**src/rtl/cclut_clct_ring_buffer_if.sv**
```systemverilog
// Write/readout bus of the CLCT ring buffer: per-BX store inputs and the framed readout stream.
// The upstream/readout side uses the master modport; the buffer uses the slave modport.
interface cclut_clct_ring_buffer_if #(
    parameter int MXXKYB  = 10,
    parameter int MXOFFSB = 4,
    parameter int MXBNDB  = 5,
    parameter int MXBXNB  = 12,
    parameter int MXADRB  = 5
);
    localparam int RDW = 2 + MXBNDB + MXOFFSB + MXXKYB;

    logic               wr_en;
    logic [MXBXNB-1:0]  bxn;
    logic               clct0_vld;
    logic [MXXKYB-1:0]  clct0_subkey;
    logic [MXOFFSB-1:0] clct0_offs;
    logic [MXBNDB-1:0]  clct0_bend;
    logic               clct1_vld;
    logic [MXXKYB-1:0]  clct1_subkey;
    logic [MXOFFSB-1:0] clct1_offs;
    logic [MXBNDB-1:0]  clct1_bend;
    logic               rd_req;
    logic [MXADRB-1:0]  rd_delay;
    logic               rd_busy;
    logic               rd_vld;
    logic               rd_last;
    logic [RDW-1:0]     rd_data;
    logic               rd_drop;

    modport master (
        output wr_en, bxn,
               clct0_vld, clct0_subkey, clct0_offs, clct0_bend,
               clct1_vld, clct1_subkey, clct1_offs, clct1_bend,
               rd_req, rd_delay,
        input  rd_busy, rd_vld, rd_last, rd_data, rd_drop
    );

    modport slave (
        input  wr_en, bxn,
               clct0_vld, clct0_subkey, clct0_offs, clct0_bend,
               clct1_vld, clct1_subkey, clct1_offs, clct1_bend,
               rd_req, rd_delay,
        output rd_busy, rd_vld, rd_last, rd_data, rd_drop
    );
endinterface

```
**src/rtl/cclut_clct_ring_buffer.sv**
```systemverilog
// Circular history of per-BX CCLUT results; a readout request replays the entry rd_delay BXs back
// as a header word followed by one word per valid CLCT.
module cclut_clct_ring_buffer #(
    parameter int MXXKYB  = 10,
    parameter int MXOFFSB = 4,
    parameter int MXBNDB  = 5,
    parameter int MXBXNB  = 12,
    parameter int MXADRB  = 5
) (
    input  logic clock,
    input  logic reset,
    cclut_clct_ring_buffer_if.slave bus
);
    localparam int DEPTH = 1 << MXADRB;
    localparam int CLCTB = MXBNDB + MXOFFSB + MXXKYB;
    localparam int HPADB = CLCTB - 3 - MXBXNB;

    // Packed order gives {bxn, vld1, vld0, clct1, clct0}
    typedef struct packed {
        logic [MXBXNB-1:0]       bxn;
        logic [1:0]              vld;
        logic [1:0][CLCTB-1:0]   clct;
    } entry_t;

    typedef enum logic [2:0] {IDLE, FETCH, HDR, C0, C1} state_t;

    logic                  wr_en_r;
    entry_t                wr_ent;
    entry_t                mem [DEPTH];
    entry_t                ram_q;
    logic [MXADRB-1:0]     wr_adr;
    logic [MXADRB:0]       fill;
    logic [MXADRB-1:0]     rd_adr;
    logic                  stale_q;
    logic                  drop_q;
    state_t                state, state_nxt;
    logic [1:0]            vld_eff;

    // Input registration stage
    always_ff @(posedge clock) begin
        if (reset) wr_en_r <= 1'b0;
        else       wr_en_r <= bus.wr_en;
    end

    always_ff @(posedge clock) begin
        wr_ent.bxn     <= bus.bxn;
        wr_ent.vld     <= {bus.clct1_vld, bus.clct0_vld};
        wr_ent.clct[0] <= {bus.clct0_bend, bus.clct0_offs, bus.clct0_subkey};
        wr_ent.clct[1] <= {bus.clct1_bend, bus.clct1_offs, bus.clct1_subkey};
    end

    always_ff @(posedge clock) begin
        if (reset) begin
            wr_adr <= '0;
            fill   <= '0;
        end else if (wr_en_r) begin
            wr_adr <= wr_adr + MXADRB'(1);
            if (fill != (MXADRB+1)'(DEPTH)) fill <= fill + (MXADRB+1)'(1);
        end
    end

    // Read-first RAM: a same-cycle write to rd_adr leaves the old entry in ram_q
    always_ff @(posedge clock) begin
        if (wr_en_r && !reset) mem[wr_adr] <= wr_ent;
        if (state == FETCH)    ram_q       <= mem[rd_adr];
    end

    always_ff @(posedge clock) begin
        if (reset) begin
            state   <= IDLE;
            rd_adr  <= '0;
            stale_q <= 1'b0;
            drop_q  <= 1'b0;
        end else begin
            state  <= state_nxt;
            drop_q <= bus.rd_req && (state != IDLE);
            if (state == IDLE && bus.rd_req) begin
                rd_adr  <= wr_adr - MXADRB'(1) - bus.rd_delay;
                stale_q <= {1'b0, bus.rd_delay} >= fill;
            end
        end
    end

    assign vld_eff     = stale_q ? 2'b00 : ram_q.vld;
    assign bus.rd_busy = (state != IDLE);
    assign bus.rd_drop = drop_q;

    always_comb begin
        state_nxt   = state;
        bus.rd_vld  = 1'b0;
        bus.rd_last = 1'b0;
        bus.rd_data = '0;
        case (state)
            IDLE:  if (bus.rd_req) state_nxt = FETCH;
            FETCH: state_nxt = HDR;
            HDR: begin
                bus.rd_vld  = 1'b1;
                bus.rd_data = {2'b01, stale_q, vld_eff[1], vld_eff[0], {HPADB{1'b0}}, ram_q.bxn};
                if (vld_eff[0])      state_nxt = C0;
                else if (vld_eff[1]) state_nxt = C1;
                else begin
                    bus.rd_last = 1'b1;
                    state_nxt   = IDLE;
                end
            end
            C0: begin
                bus.rd_vld  = 1'b1;
                bus.rd_data = {2'b10, ram_q.clct[0]};
                if (vld_eff[1]) state_nxt = C1;
                else begin
                    bus.rd_last = 1'b1;
                    state_nxt   = IDLE;
                end
            end
            C1: begin
                bus.rd_vld  = 1'b1;
                bus.rd_last = 1'b1;
                bus.rd_data = {2'b11, ram_q.clct[1]};
                state_nxt   = IDLE;
            end
            default: state_nxt = IDLE;
        endcase
    end
endmodule
```
**src/flat_wrapper.sv**
```systemverilog
// flat-port wrapper written by rule: the top's interface ports become plain ports
module cclut_clct_ring_buffer_flat 
#(
    parameter int MXXKYB  = 10,
    parameter int MXOFFSB = 4,
    parameter int MXBNDB  = 5,
    parameter int MXBXNB  = 12,
    parameter int MXADRB  = 5
)
  (clock, reset, bus_wr_en, bus_bxn, bus_clct0_vld, bus_clct0_subkey, bus_clct0_offs, bus_clct0_bend, bus_clct1_vld, bus_clct1_subkey, bus_clct1_offs, bus_clct1_bend, bus_rd_req, bus_rd_delay, bus_rd_busy, bus_rd_vld, bus_rd_last, bus_rd_data, bus_rd_drop);
  cclut_clct_ring_buffer_if #(.MXXKYB(MXXKYB), .MXOFFSB(MXOFFSB), .MXBNDB(MXBNDB), .MXBXNB(MXBXNB), .MXADRB(MXADRB)) bus_i ();
  input  logic clock;
  input  logic reset;
  input wire logic [$bits(bus_i.wr_en)-1:0] bus_wr_en;
  input wire logic [$bits(bus_i.bxn)-1:0] bus_bxn;
  input wire logic [$bits(bus_i.clct0_vld)-1:0] bus_clct0_vld;
  input wire logic [$bits(bus_i.clct0_subkey)-1:0] bus_clct0_subkey;
  input wire logic [$bits(bus_i.clct0_offs)-1:0] bus_clct0_offs;
  input wire logic [$bits(bus_i.clct0_bend)-1:0] bus_clct0_bend;
  input wire logic [$bits(bus_i.clct1_vld)-1:0] bus_clct1_vld;
  input wire logic [$bits(bus_i.clct1_subkey)-1:0] bus_clct1_subkey;
  input wire logic [$bits(bus_i.clct1_offs)-1:0] bus_clct1_offs;
  input wire logic [$bits(bus_i.clct1_bend)-1:0] bus_clct1_bend;
  input wire logic [$bits(bus_i.rd_req)-1:0] bus_rd_req;
  input wire logic [$bits(bus_i.rd_delay)-1:0] bus_rd_delay;
  output wire logic [$bits(bus_i.rd_busy)-1:0] bus_rd_busy;
  output wire logic [$bits(bus_i.rd_vld)-1:0] bus_rd_vld;
  output wire logic [$bits(bus_i.rd_last)-1:0] bus_rd_last;
  output wire logic [$bits(bus_i.rd_data)-1:0] bus_rd_data;
  output wire logic [$bits(bus_i.rd_drop)-1:0] bus_rd_drop;
  assign bus_i.wr_en = bus_wr_en;
  assign bus_i.bxn = bus_bxn;
  assign bus_i.clct0_vld = bus_clct0_vld;
  assign bus_i.clct0_subkey = bus_clct0_subkey;
  assign bus_i.clct0_offs = bus_clct0_offs;
  assign bus_i.clct0_bend = bus_clct0_bend;
  assign bus_i.clct1_vld = bus_clct1_vld;
  assign bus_i.clct1_subkey = bus_clct1_subkey;
  assign bus_i.clct1_offs = bus_clct1_offs;
  assign bus_i.clct1_bend = bus_clct1_bend;
  assign bus_i.rd_req = bus_rd_req;
  assign bus_i.rd_delay = bus_rd_delay;
  assign bus_rd_busy = bus_i.rd_busy;
  assign bus_rd_vld = bus_i.rd_vld;
  assign bus_rd_last = bus_i.rd_last;
  assign bus_rd_data = bus_i.rd_data;
  assign bus_rd_drop = bus_i.rd_drop;
  cclut_clct_ring_buffer #(.MXXKYB(MXXKYB), .MXOFFSB(MXOFFSB), .MXBNDB(MXBNDB), .MXBXNB(MXBXNB), .MXADRB(MXADRB)) u_core (.clock(clock), .reset(reset), .bus(bus_i));
endmodule
```
**config.mk**
```make
export PLATFORM = sky130hd
export DESIGN_NAME = cclut_clct_ring_buffer_flat
export DESIGN_NICKNAME = d
export VERILOG_FILES = /design/src/rtl/cclut_clct_ring_buffer_if.sv /design/src/rtl/cclut_clct_ring_buffer.sv /design/src/flat_wrapper.sv
export SDC_FILE = /design/constraint.sdc
export NUM_CORES = 1
export LEC_CHECK = 0
export ABC_AREA = 1
export CELL_PAD_IN_SITES_DETAIL_PLACEMENT = 2
export CELL_PAD_IN_SITES_GLOBAL_PLACEMENT = 2
export CORE_UTILIZATION = 35
export DETAILED_ROUTE_END_ITERATION = 8
export GPL_TIMING_DRIVEN = 0
export PLACE_DENSITY = 0.73
export SYNTH_ARGS = -nofsm -noshare
export SYNTH_HDL_FRONTEND = slang
export SYNTH_SLANG_ARGS = --single-unit
```
**constraint.sdc**
```tcl
create_clock -name clock -period 8.2 [get_ports clock]
set_clock_uncertainty 0.2 [all_clocks]
set_input_delay 1.64 -clock clock [delete_from_list [all_inputs] [get_ports clock]]
set_output_delay 1.64 -clock clock [all_outputs]
set_load 0.02 [all_outputs]
```
==> results of run 1 <==
power breakdown:
| part | switching [mW] | internal [mW] | total (mW) |
|---|---|---|---|
| combinational | 2.51 | 0.773 | 3.28 |
| clock | 3.90 | 5.06 | 8.95 |
| sequential | 0.191 | 10.1 | 10.3 |
| total | 6.60 | 16.0 | 22.6 |
stage by stage:
step	utilization	setup TNS, ns	power, mW	cell area (um2)
final	0.4148	0	22.56	83930
after global routing	0.4148	0	23.13	83920
after CTS	0.4145	0	22.62	83850
after detailed placement	0.3831	0	13.69	77500
after global placement	0.3735	-1006.84	13.53	75560
after floorplan	-	0	12.05	71360
worst max-delay path, stage by stage, from the launching register on:
cell,delay (ns)
dfxtp_1,0.37
inv_1,0.10
nand3_1,0.17
clkinv_1,0.49
clkbuf_1,0.39
nand2_1,0.16
nand3_1,0.35
clkdlybuf4s50_1,0.69
state kept, by name (all words and copies together), names as in the netlist:
name,cells
u_core.wr_ent,52
u_core.bus.rd_drop,1
u_core.wr_en_r,1
u_core.state,3
u_core.fill,6
u_core.mem,1664
u_core.wr_adr,5
u_core.rd_adr,5
u_core.stale_q,1
u_core.ram_q,52
synth_stat cells (2+ instances only):
cell type	number	area (um2)
a21oi_1	17	85.08
a22o_1	4	35.03
a31oi_1	2	12.51
buf_1	30	112.6
buf_2	206	1031
buf_4	34	255.2
buf_6	34	382.9
clkbuf_1	58	217.7
clkinv_1	3	11.26
dfxtp_1	74	1481
edfxtp_1	1716	51530
ha_1	15	187.7
inv_1	39	146.4
inv_2	2	7.510
nand2_1	2425	9102
nand3_1	1276	6386
nor2_1	44	165.2
nor3_1	4	20.02
o211ai_1	2	15.01
o21ai_0	12	60.06
xor2_1	3	26.28
metal layers:
| layer | part of all wire | wire length, um |
|---|---|---|
| met4 | 0.053 | 15440 |
| met5 | 0.000044 | 13 |
| met2 | 0.49 | 142900 |
| met3 | 0.065 | 18920 |
| met1 | 0.39 | 115400 |
how the worst min path moves through the flow:
| stage | to | slack [ns] | depth (start not counted) | from |
|---|---|---|---|---|
| after floorplan | u_core.fill[4]$_SDFFE_PP0P_ | 0.25 | 2 | u_core.fill[4]$_SDFFE_PP0P_ |
| after global placement | u_core.fill[4]$_SDFFE_PP0P_ | 0.26 | 2 | u_core.fill[4]$_SDFFE_PP0P_ |
| after detailed placement | u_core.fill[4]$_SDFFE_PP0P_ | 0.27 | 2 | u_core.fill[4]$_SDFFE_PP0P_ |
| after CTS | u_core.fill[4]$_SDFFE_PP0P_ | 0.28 | 2 | u_core.fill[4]$_SDFFE_PP0P_ |
| after global routing | u_core.fill[4]$_SDFFE_PP0P_ | 0.29 | 2 | u_core.fill[4]$_SDFFE_PP0P_ |
| final | u_core.fill[4]$_SDFFE_PP0P_ | 0.27 | 2 | u_core.fill[4]$_SDFFE_PP0P_ |
layout make-up:
| class | instances | area share |
|---|---|---|
| Clock inverter | 104 | 0.01164 |
| Multi-Input combinational cell | 3812 | 0.1955 |
| Clock buffer | 259 | 0.06406 |
| Buffer | 363 | 0.02403 |
| Sequential cell | 1790 | 0.6318 |
| Antenna cell | 3 | 0.00008945 |
| Tap cell | 2672 | 0.03983 |
| Timing Repair Buffer | 169 | 0.03099 |
| Inverter | 45 | 0.002042 |
cell families after synthesis:
logic type / after synthesis
adder cells (fa/ha/maj): 16
AO/OA/AOI/OAI: 40
buffers and inverters: 408
flip-flops: 1790
AND/OR/NAND/NOR: 3752
XOR/XNOR: 4
==> metrics.md, run 1 <==
| Metric | Value |
|---|---|
| Status | finished with violations |
| Failing checks | max-capacitance violations, max-slew violations |
| Crit path capture type | primary output |
| Smallest hold slack | between 0.2 and 0.3 ns |
| Fin cells | just over 9000 |
| Nets | 6457 |
| Bufs on Longest Clock Path | 3 |
| Post-synth EDFFs | 1716 |
| GR Util met1 | 0.3501 |
| Area of the multi-input gates | around 16000 um2 |
| Synth Flop Type | edfxtp_1 |
| First-pass GRT wire length | between 400000 and 500000 um |
| IR drop worst, VDD | 251.5 uV |
| Worst setup path start | u_core.state[2]$_SDFFE_PP0P_ |
| Initial DRC count | 5302 |
| GRT Resource Usage Total | 0.2818 |
| Dpl hpwl | 199600 um |
| Synth cell types | 31 |
| Fillers | about 20000 |
| Register-to-Register Path Depth | 10 |
| Vias in the first global route | 56330 |
| Met3 Track Usage GR | 0.04264 |
| Critical Path RT | about 6.4 ns |
| Cell Rows | 165 |
| Final GP Congestion | 0.8630 |
| # setup viols final | 0 |
| Synth Register Bits | 1790 |
| Netlist Area Pre-Place | 71360 um2 |
| Fin. Hold Viols | 0 |
| Reg2Reg Capture Point | u_core.ram_q[41]$_DFFE_PP_ |
| Later-pin clock latency in the skew report | 0.87 ns |
| Area growth, synth to finish | 17.61% |
| Post-Synth Simple-Gate Area | 0.2199 |
| Post-synthesis sequential area ratio | 0.7428 |
| Io pins | 86 |
| Warnings from Yosys | 0 |
| Power Density | about 270 nW/um2 |
| Initial antenna violation count | 19 |
| DRT Wirelength | 292700 um |
| CTS Buf Count | 199 |
| Via density per instance | between 5 and 6 |
| Post-layout min period | 5.461 ns |
| Crit Path Class | reg2out |
| Leakage power | 30.52 nW |
| Achievable Freq | between 150 and 200 MHz |
| RSZ-0062 raised after global routing | false |
| CP Data Arrival Time | 3.62 ns |
| PortBufs | 85 |
| Post-Syn Instances | 6010 |
| Gr busiest metal | met2 |
| Largest family of logic cells by synthesized area | simple AND/OR/NAND/NOR gates |
| Post-CTS Setup Repair Bufs | 0 |
| Mapped Avg Cell Area | ~12 um2 |
| Overflow after GRT | 0 |
| Sequential Area | 53020 um2 |
| Adder-cell share of the synthesized area | 0.002910 |
| Internal reg-to-reg setup slack | 4.30 ns |
| Starting Density | 0.3527 |
| CP endpoint | bus_rd_data[9] |
| Via Count | 51620 |
| Post-route ant nets | 0 |
| Post-Syn Nets | 6087 |
| Worst-path clk slew | 0.06 ns |
| Largest net degree at the start of global routing | 33 |
| Grt met2 use | 0.4771 |
| Most frequent cells in the layout | nand2_1 (2425), edfxtp_1 (1716), nand3_1 (1276) |
| Synth Area in XOR/XNOR | 0.0004909 |
| Total iterations of the first detailed-routing run | 6 |
| Commonest non-fill, non-tap cell in the layout | nand2_1 |
| Die area | 205700 um2 |
| Compound-gate portion of the synthesized area | 0.003226 |
| Average wire per standard cell | 31.76 um |
| Final WS setup | 2.739 ns |
| Mux share of post-synthesis cell area | 0 |
| Hold Buf Count CTS | 0 |
| Share of cells above drive strength 1 | 0.1049 |
| Final period utilization | 0.6660 |
| Critical Path Source Type | flip-flop |
| # H-tree levels | 4 |
| Count of max-cap constraint violations | 1 |
| Die width | 453.5 um |
| Root Driver | clkbuf_16 |
| Post-cts repair resize count | 0 |
| Slew @ Worst Pin | 1.503 ns |
| Hold crit path type | reg2reg |
| DRC | 0 |
| Share of synthesized flip-flops with an asynchronous set or reset | 0 |
| Die Span Y | 453.5 um |
| Dpl cells | 8849 |
| Core area | just over 200000 um2 |
| Sink Count | 1790 |
| Critical R2R Launch | u_core.rd_adr[2]$_SDFFE_PP0P_ |
| Slew Limit Headroom | -0.002111 |
| Critical Path Fanout Max | 10 |
| Pre-CTS setup slack | 3.301 ns |
| CTS tree | built |
| Final Max Tran Viols | 10 |
(Power assumes the default switching activity.)
==> run 2: changes to the inputs <==
==> constraint.sdc (replaced) <==
create_clock -name clock -period 5.52 [get_ports clock]
set_clock_uncertainty 0.2 [all_clocks]
set_input_delay 1.104 -clock clock [delete_from_list [all_inputs] [get_ports clock]]
set_output_delay 1.104 -clock clock [all_outputs]
set_load 0.02 [all_outputs]
==> results of run 2 <==
Same layout as run 1 (identical final DEF). Status: finished with violations: max-capacitance violations, max-slew violations.
Among the figures that moved: setup slack after placement 3.301 ns -> 1.157 ns; setup slack after layout 2.739 ns -> 0.5947 ns; register-to-register setup slack 4.30 ns -> 1.62 ns; total power 22.56 mW -> 33.51 mW; worst IR drop on VDD 251.5 uV -> 373.7 uV
